`src/rtl/exunit_br_pkg.sv`:
```
// exunit_br_pkg: widths, branch compare op encodings and FSM states for the branch unit.
package exunit_br_pkg;
   localparam int BR_DATA_W = 32;
   localparam int BR_PC_W   = 32;
   localparam int BR_TAG_W  = 6;
   localparam int BR_OP_W   = 4;
   typedef enum logic [BR_OP_W-1:0] {
      BR_OP_BEQ  = 4'd0,
      BR_OP_BNE  = 4'd1,
      BR_OP_BLT  = 4'd2,
      BR_OP_BGE  = 4'd3,
      BR_OP_BLTU = 4'd4,
      BR_OP_BGEU = 4'd5
   } br_op_e;
   typedef enum logic {
      ST_RUN     = 1'b0,
      ST_RECOVER = 1'b1
   } br_state_e;
endpackage

```
`src/rtl/exunit_br_cmp.sv`:
```
// exunit_br_cmp: combinational branch condition evaluator; unknown op codes resolve not-taken.
module exunit_br_cmp
   import exunit_br_pkg::*;
#(
   parameter int DATA_W = BR_DATA_W,
   parameter int OP_W   = BR_OP_W
) (
   input  logic [DATA_W-1:0] rs1,
   input  logic [DATA_W-1:0] rs2,
   input  logic [OP_W-1:0]   op,
   output logic              taken
);
   logic eq, lts, ltu;
   always_comb begin
      eq    = rs1 == rs2;
      lts   = $signed(rs1) < $signed(rs2);
      ltu   = rs1 < rs2;
      taken = op == BR_OP_BEQ  ? eq   :
              op == BR_OP_BNE  ? !eq  :
              op == BR_OP_BLT  ? lts  :
              op == BR_OP_BGE  ? !lts :
              op == BR_OP_BLTU ? ltu  :
              op == BR_OP_BGEU ? !ltu : 1'b0;
   end
endmodule

```
`src/rtl/exunit_br.sv`:
```
// exunit_br: two-stage branch execution unit with link writeback, mispredict redirect
// and a RUN/RECOVER squash FSM.
module exunit_br
   import exunit_br_pkg::*;
#(
   parameter int DATA_W = BR_DATA_W,
   parameter int PC_W   = BR_PC_W,
   parameter int TAG_W  = BR_TAG_W,
   parameter int OP_W   = BR_OP_W
) (
   input  logic              clk,
   input  logic              rst_n,
   input  logic              i_is_vld,
   input  logic              i_is_jal,
   input  logic              i_is_jalr,
   input  logic [OP_W-1:0]   i_alu_op_sel,
   input  logic [DATA_W-1:0] i_rs1_srcopr,
   input  logic [DATA_W-1:0] i_rs2_srcopr,
   input  logic [PC_W-1:0]   i_pc,
   input  logic [DATA_W-1:0] i_imm,
   input  logic [PC_W-1:0]   i_pred_jmpaddr,
   input  logic [TAG_W-1:0]  i_rrftag,
   input  logic              i_recover_done,
   output logic              o_is_stall,
   output logic              o_exfin_jal_jalr,
   output logic [TAG_W-1:0]  o_ex_jal_jalr_rrftag,
   output logic [DATA_W-1:0] o_exfin_jal_jalr_res,
   output logic              o_br_vld,
   output logic [TAG_W-1:0]  o_br_rrftag,
   output logic              o_br_taken,
   output logic [PC_W-1:0]   o_br_nextpc,
   output logic              o_redirect,
   output logic [PC_W-1:0]   o_redirect_pc,
   output logic [31:0]       o_br_cnt,
   output logic [31:0]       o_mispred_cnt
);
   br_state_e state, state_nx;
   logic              ex0_vld, ex0_jal, ex0_jalr;
   logic [OP_W-1:0]   ex0_op;
   logic [DATA_W-1:0] ex0_rs1, ex0_rs2, ex0_imm;
   logic [PC_W-1:0]   ex0_pc, ex0_pred;
   logic [TAG_W-1:0]  ex0_tag;
   logic              cond_taken, taken, mispred, ex1_ld;
   logic [PC_W-1:0]   pc_imm, pc4, jalr_sum, nextpc;

   exunit_br_cmp #(.DATA_W(DATA_W), .OP_W(OP_W)) u_cmp (
      .rs1   (ex0_rs1),
      .rs2   (ex0_rs2),
      .op    (ex0_op),
      .taken (cond_taken)
   );

   always_comb begin
      pc_imm   = ex0_pc + PC_W'(ex0_imm);
      pc4      = ex0_pc + PC_W'(4);
      jalr_sum = PC_W'(ex0_rs1 + ex0_imm);
      taken    = ex0_jal | ex0_jalr | cond_taken;
      nextpc   = ex0_jalr ? {jalr_sum[PC_W-1:1], 1'b0} : taken ? pc_imm : pc4;
      mispred  = nextpc != ex0_pred;
      // a redirect leaving EX1 kills the younger op sitting in EX0 on the same edge
      ex1_ld   = ex0_vld && !o_redirect;
   end

   always_comb begin
      state_nx   = state == ST_RUN ? (o_redirect ? ST_RECOVER : ST_RUN)
                                   : (i_recover_done ? ST_RUN : ST_RECOVER);
      o_is_stall = state == ST_RECOVER;
   end

   always_ff @(posedge clk or negedge rst_n) begin
      if (!rst_n) begin
         state                <= ST_RUN;
         ex0_vld              <= 1'b0;
         ex0_jal              <= 1'b0;
         ex0_jalr             <= 1'b0;
         ex0_op               <= '0;
         ex0_rs1              <= '0;
         ex0_rs2              <= '0;
         ex0_imm              <= '0;
         ex0_pc               <= '0;
         ex0_pred             <= '0;
         ex0_tag              <= '0;
         o_exfin_jal_jalr     <= 1'b0;
         o_ex_jal_jalr_rrftag <= '0;
         o_exfin_jal_jalr_res <= '0;
         o_br_vld             <= 1'b0;
         o_br_rrftag          <= '0;
         o_br_taken           <= 1'b0;
         o_br_nextpc          <= '0;
         o_redirect           <= 1'b0;
         o_redirect_pc        <= '0;
         o_br_cnt             <= '0;
         o_mispred_cnt        <= '0;
      end else begin
         state   <= state_nx;
         ex0_vld <= i_is_vld && state == ST_RUN && !o_redirect;
         if (i_is_vld) begin
            ex0_jal  <= i_is_jal;
            ex0_jalr <= i_is_jalr;
            ex0_op   <= i_alu_op_sel;
            ex0_rs1  <= i_rs1_srcopr;
            ex0_rs2  <= i_rs2_srcopr;
            ex0_imm  <= i_imm;
            ex0_pc   <= i_pc;
            ex0_pred <= i_pred_jmpaddr;
            ex0_tag  <= i_rrftag;
         end
         o_br_vld             <= ex1_ld;
         o_exfin_jal_jalr     <= ex1_ld && (ex0_jal || ex0_jalr);
         o_redirect           <= ex1_ld && mispred;
         o_br_rrftag          <= ex0_tag;
         o_ex_jal_jalr_rrftag <= ex0_tag;
         o_exfin_jal_jalr_res <= DATA_W'(pc4);
         o_br_taken           <= taken;
         o_br_nextpc          <= nextpc;
         o_redirect_pc        <= nextpc;
         o_br_cnt             <= o_br_cnt + 32'(o_br_vld);
         o_mispred_cnt        <= o_mispred_cnt + 32'(o_redirect);
      end
   end
endmodule

```
`config.mk`:
```
export PLATFORM = sky130hd
export DESIGN_NAME = exunit_br
export DESIGN_NICKNAME = d
export VERILOG_FILES = /design/src/rtl/exunit_br_pkg.sv /design/src/rtl/exunit_br_cmp.sv /design/src/rtl/exunit_br.sv
export SDC_FILE = /design/constraint.sdc
export NUM_CORES = 1
export LEC_CHECK = 0
export CAP_MARGIN = 20
export CORE_MARGIN = 4
export CORE_UTILIZATION = 52
export DETAILED_ROUTE_END_ITERATION = 12
export PLACE_DENSITY_LB_ADDON = 0.2
export RECOVER_POWER = 50
export SLEW_MARGIN = 0
export SYNTH_ARGS = -nofsm -noshare
export SYNTH_HDL_FRONTEND = slang
export SYNTH_SLANG_ARGS = --single-unit
```
`constraint.sdc`:
```
create_clock -name clk -period 5.4 [get_ports clk]
set_input_delay 1.08 -clock clk [delete_from_list [all_inputs] [get_ports clk]]
set_output_delay 1.08 -clock clk [all_outputs]
set_load 0.02 [all_outputs]
```
Yosys cells after proc, flatten, opt, wreduce, memory -nomap -nowiden
Cells that the tools add are included.

Bits of input ports: 176. Word-level logic and storage cells: 59. Output and inout bits: 177. Register bits after elaboration: 312.

Bitwise logic cells: 3. Equal/unequal tests: 7. Reductions and logical operators: 11. Add/subtract/negate cells: 5. Order comparisons: 2. Mux-type cells: 11.

Operators by type and width (count): 32-bit by 1-bit adder with 32-bit output (2); 32-bit adder (2); 32-bit < comparator (2); 32-bit 2-to-1 mux (2); 32-bit by 3-bit adder with 32-bit output (second input constant) (1); 32-bit == test (1); 32-bit != test (1); 1-bit 2-to-1 mux (9); 4-bit by 2-bit == test with 1-bit output (second input constant) (2); 4-bit by 3-bit == test with 1-bit output (second input constant) (2); 1-bit logical AND (5); 4-bit by 1-bit == test with 1-bit output (second input constant) (1); 1-bit zero test (4); 4-bit zero test (1); 1-bit bitwise OR (2); 1-bit logical OR (1); 1-bit inverter (1).

Longest topological paths before layout
Word-level depth: 13. Gate-level depth with buffers: 20. Depth with buffers taken out: 16.

By module
Synthesis repeated with hierarchy kept, for this count alone.

Cells, all modules: 1727. Area total of the unflattened synthesis: 18147.4 µm².

Modules (own cells, without submodules): exunit_br (area each 17212.8 µm², seq. area each 7807.5 µm², cells each 1602, times used 1); exunit_br_cmp (area each 934.6 µm², seq. area each 0.0 µm², cells each 125, times used 1).

Worst setup path before layout
OpenSTA, ideal clock, no wires.

Path kind: register -> register. From: reg ex0_imm[0]. To: reg o_redirect. Period minus slack after synthesis: 4.730 ns. Cell stages (with the launch flop): 16. Path buffers: 0. Arrival time: 4.598 ns. Path slack: 0.670 ns. Setup time: 0.132 ns. Required time: 5.268 ns. Path through: dfrtp_1 and2_1 fa_1 a21o_1 a221o_1 a221oi_1 o211ai_1 a21boi_0 nor2_1 xnor2_1 mux2_2 a22o_1 or4b_2 or4_1 a2111oi_0 nor2_1.

Word-level cells in the longest chain between the ends: 5. Elaborated cells on any way between the ends: 6. Classes of those cells: add/sub (2); eq/ne (1); mux (2); reduce/logical (1).

Ends and longest elaborated chain: start, declared (RTL line exunit_br.sv:40) `logic [DATA_W-1:0] ex0_rs1, ex0_rs2, ex0_imm;`; start signal, assigned (RTL line exunit_br.sv:103) `ex0_imm <= i_imm;`; 32-bit adder (RTL line exunit_br.sv:54) `pc_imm = ex0_pc + PC_W'(ex0_imm);`; 32-bit 2-to-1 mux (RTL line exunit_br.sv:58) `nextpc = ex0_jalr ? {jalr_sum[PC_W-1:1], 1'b0} : taken ? pc_imm : pc4;`; 32-bit 2-to-1 mux * (RTL line exunit_br.sv:58); 32-bit != test * (RTL line exunit_br.sv:59) `mispred = nextpc != ex0_pred;`; 1-bit logical AND * (RTL line exunit_br.sv:110) `o_redirect <= ex1_ld && mispred;`; end signal, assigned (RTL line exunit_br.sv:110); end, declared (RTL line exunit_br.sv:32) `output logic o_redirect,`.

Mark *: on every way between the ends. The rest lies on a longest branch, timed or not. A chain may end at the register's enable or synchronous reset.

Worst setup path in the final report
Ends and elaborated chain as after synthesis.

==> results.md <==
- Via count: about 14000
- CTS tree: built
- Nets: 2272
- Max_cap viols: 3
- Crit path max-delay family: compound AO/OA/AOI/OAI gates
- Fin area: 0.0223 mm2
- FF-to-FF path depth: 15
- Hold/Removal Path Class: reg2reg
- DRT Pass-1 Iters: 5
- Vias in the first global route: 14400
- Final hold vios: 0
- Area share of the leading cell type in the synthesized netlist: 45.0%
- Syn Std Cell Area: 0.0173 mm2
- Clk Latency, worst-skew pair: around 0.52 ns
- IO Port Bufs: 352
- Slew @ Worst Pin: 2.68 ns
- Core Rows: 66
- CP startpoint kind: flip-flop
- Setup WS post-layout: roughly 0.22 ns
- Cell count along the critical path: 15
- CTS Buf Count: 35
- Clk_skew: 0.0168 ns
- Crit path buffers/inverters: 0
- Crit path DAT: ~5.6 ns
- Share of cells above drive strength 1: 11.1%
- Max_slew headroom: -78.6%
- Crit-path slowest cell: or4b_2
- DR vias/cell: approximately 5.8
- Minimum clock period: around 5.2 ns
- Core Region: 0.0327 mm2
- Commonest non-fill, non-tap cell in the layout: clkdlybuf4s50_1
- HP Start: ex0_tag[5]$_DFFE_PN0P_
- Antenna Nets Post-Route: 0
- Post-Syn Instances: between 1500 and 2000
- Dpl cell area: 0.0211 mm2
- Top-level I/O count: 353
- Asr flop ratio synth: 100%
- Most frequent CP cell: nor2_1
- Hold-critical path depth: 0
- Synthesized Nets: approximately 2000
- Initial DRC Count: ~1100
- Horiz. Die Dim: 191 um
- Avg Inst Size Synth: 10.3 um2
- Sequential element share of the synthesized area: 45.0%
- Failing checks: max-capacitance violations, max-slew violations
- Final Cycle Share: 95.9%
- Synth Warn #: 0
- Synth unique cells: between 70 and 80
- Wire length per cell: ~22 um
- Status: finished with violations
- Initial antenna violation count: 1
- CTS sink cnt: 312
- Total grt overflow: 0
- Detailed Place HPWL: approximately 43000 um
- Largest net degree at the start of global routing: 120
- Non-filler cells in the finished layout: approximately 2500
- Wire length of the first global-routing pass: ~83000 um
- CTS clk-pin slew, worst paths: ~0.06 ns
- Cell Chain, Critical Path: and2_1, fa_1, a21o_1, a221o_1, a221oi_2, o211ai_1, a21boi_0, nor2_1, xnor2_1, mux2_2, a22o_1, or4b_2, or4_1, a2111oi_2, nor2_1
- Deepest clock path buffer count: 3
- Seq cells post-synth: 312
- Post-synth top area cell: dfrtp_1
- Fmax: 193 MHz
- Setup TNS: 0 ns
- WS Path Type: reg2reg
- Final Core Density: approximately 68%
- Area delta synth->final: 28.6%
- Critical R2R Launch: ex0_imm[0]$_DFFE_PN0P_
- CP max FO: 4
- GPL Wtd Cong: 0.941
- Peak supply drop: 0.000241 V
- Critical path required time: 5.79 ns
- CP peak stage delay: 0.61 ns
- RSZ-0062 raised after global routing: no
- Initial Utilization: 53.0%
- Pwr per Cell Area: 375 mW/mm2
- DRC viols: 0
- Prevailing post-synth register cell: dfrtp_1
- Fin. max-slew vios: 252
- Inserted Diodes: 0
- Hold buffer count at CTS: 0
- Crit end category: flip-flop
- Routed wire length: 54500 um
- Leak Pwr: 9.65 nW
- Setup violators final: 0
- CTS Root Cell: clkbuf_16
- Die ar.: 0.0363 mm2
- H-tree lvl count: 2
- FF-to-FF setup slack: 0.22 ns
- Die span in y: 191 um
- Total GRT Usage: 29.2%
- Commonest cells after routing, fill and taps aside: clkdlybuf4s50_1 (349), dfrtp_1 (311), nand2_1 (151)
- Worst hold endpoint: o_br_rrftag[5]$_DFF_PN0_
- Post-synth EDFFs: 0
- Pre-CTS WS: 0.156 ns
- Worst R2R End: o_redirect$_DFF_PN0_
- Cells after DPL: 2401
- Synth area leaders: dfrtp_1 (45%), mux2_2 (8.4%), ha_1 (7.1%), xnor2_1 (5.9%), nand2_1 (3.3%)
## routing by layer
metal,vias to the layer above,share of wire [%],GRT usage (%)
li1,6571,-,-
met1,6991,41,37.8
met2,575,49,51.1
met3,109,6.9,4.91
met4,0,3.1,8.15
met5,-,0,0
## sequential cells by signal, indices dropped and copies added, names as in the netlist, 6 cells and up
signal / count
ex0_imm: 32
ex0_pc: 32
ex0_pred: 32
ex0_rs1: 32
ex0_rs2: 32
o_br_cnt: 32
o_exfin_jal_jalr_res: 32
o_mispred_cnt: 32
o_redirect_pc: 32
ex0_tag: 6
o_br_rrftag: 6
## through the flow
stage | total power, mW | hold slack, ns
floorplan | 4.74 | 0.350
global route | 8.75 | 0.384
global placement | 5.94 | 0.355
detailed placement | 5.98 | 0.365
CTS | 8.35 | 0.379
finish | 8.36 | 0.376
## where the power goes
part,internal (mW),leakage [nW],switching (mW)
Combinational,1.36,5.28,1.69
Clock,1.40,0.569,0.961
Sequential,2.65,3.80,0.302
## cell usage after synthesis (all sizes together), types with 5 or more instances
cell type and instances:
nor4 7, nor2b 9, nand4 38, xor2 49, clkbuf 43, ha 98, nand2b 10, a21boi 8
and2 10, a21oi 73, a21o 24, or3 10, dfrtp 312, o211ai 12, o21ai 99, and3 28
and4 11, a221o 5, nor3b 5, o21bai 5, inv 73, nor3 30, mux2i 14, o22ai 7
mux2 130, nor2 91, a31oi 10, buf 44, o21a 9, a211oi 15, nand3 50, a221oi 8
xnor2 117, nand2 151
## repair_timing
action | 4_1_cts | 5_1_grt
setup buffers | 0 | 0
gates resized for setup | 0 | 11
setup endpoints to repair | 0 | 1
## worst max-delay path by stage
| stage | start | to | slack (ns) |
|---|---|---|---|
| floorplan | ex0_imm[0]$_DFFE_PN0P_ | o_redirect$_DFF_PN0_ | 0.67 |
| global placement | ex0_rs1[11]$_DFFE_PN0P_ | o_redirect$_DFF_PN0_ | 0.28 |
| detailed placement | ex0_rs1[31]$_DFFE_PN0P_ | o_redirect$_DFF_PN0_ | 0.16 |
| CTS | ex0_rs1[31]$_DFFE_PN0P_ | o_redirect$_DFF_PN0_ | 0.15 |
| global route | ex0_rs1[11]$_DFFE_PN0P_ | o_redirect$_DFF_PN0_ | 0.004 |
| finish | ex0_imm[0]$_DFFE_PN0P_ | o_redirect$_DFF_PN0_ | 0.22 |
## worst reg2reg max path, cell delays in order (launching register included)
cell       delay [ns]
dfrtp_1          0.41
and2_1           0.19
fa_1             0.40
a21o_1           0.20
a221o_1          0.39
a221oi_2         0.36
o211ai_1         0.24
a21boi_0         0.28
nor2_1           0.09
xnor2_1          0.30
mux2_2           0.39
a22o_1           0.17
or4b_2           0.61
or4_1            0.56
a2111oi_2        0.40
nor2_1           0.07
## logic make-up after synthesis
| logic type | Yosys count | synth area share, % |
|---|---|---|
| flip-flops | 312 | 45.0 |
| buffers and inverters | 161 | 4.32 |
| multiplexers | 144 | 9.27 |
| AND/OR/NAND/NOR | 472 | 13.5 |
| adder cells (fa/ha/maj) | 100 | 7.30 |
| XOR/XNOR | 169 | 8.78 |
| AO/OA/AOI/OAI | 319 | 11.8 |
## layout make-up
type                       instances  area [um2]
fill                            2566       10400
multi-input combinational       1204        8830
sequential                       312        7810
timing repair buffer             369        3670
clock buffer                      49        1000
tap                              442         553
inverter                          74         278
clock inverter                    14         143
Power figures use the tool's default switching activity.
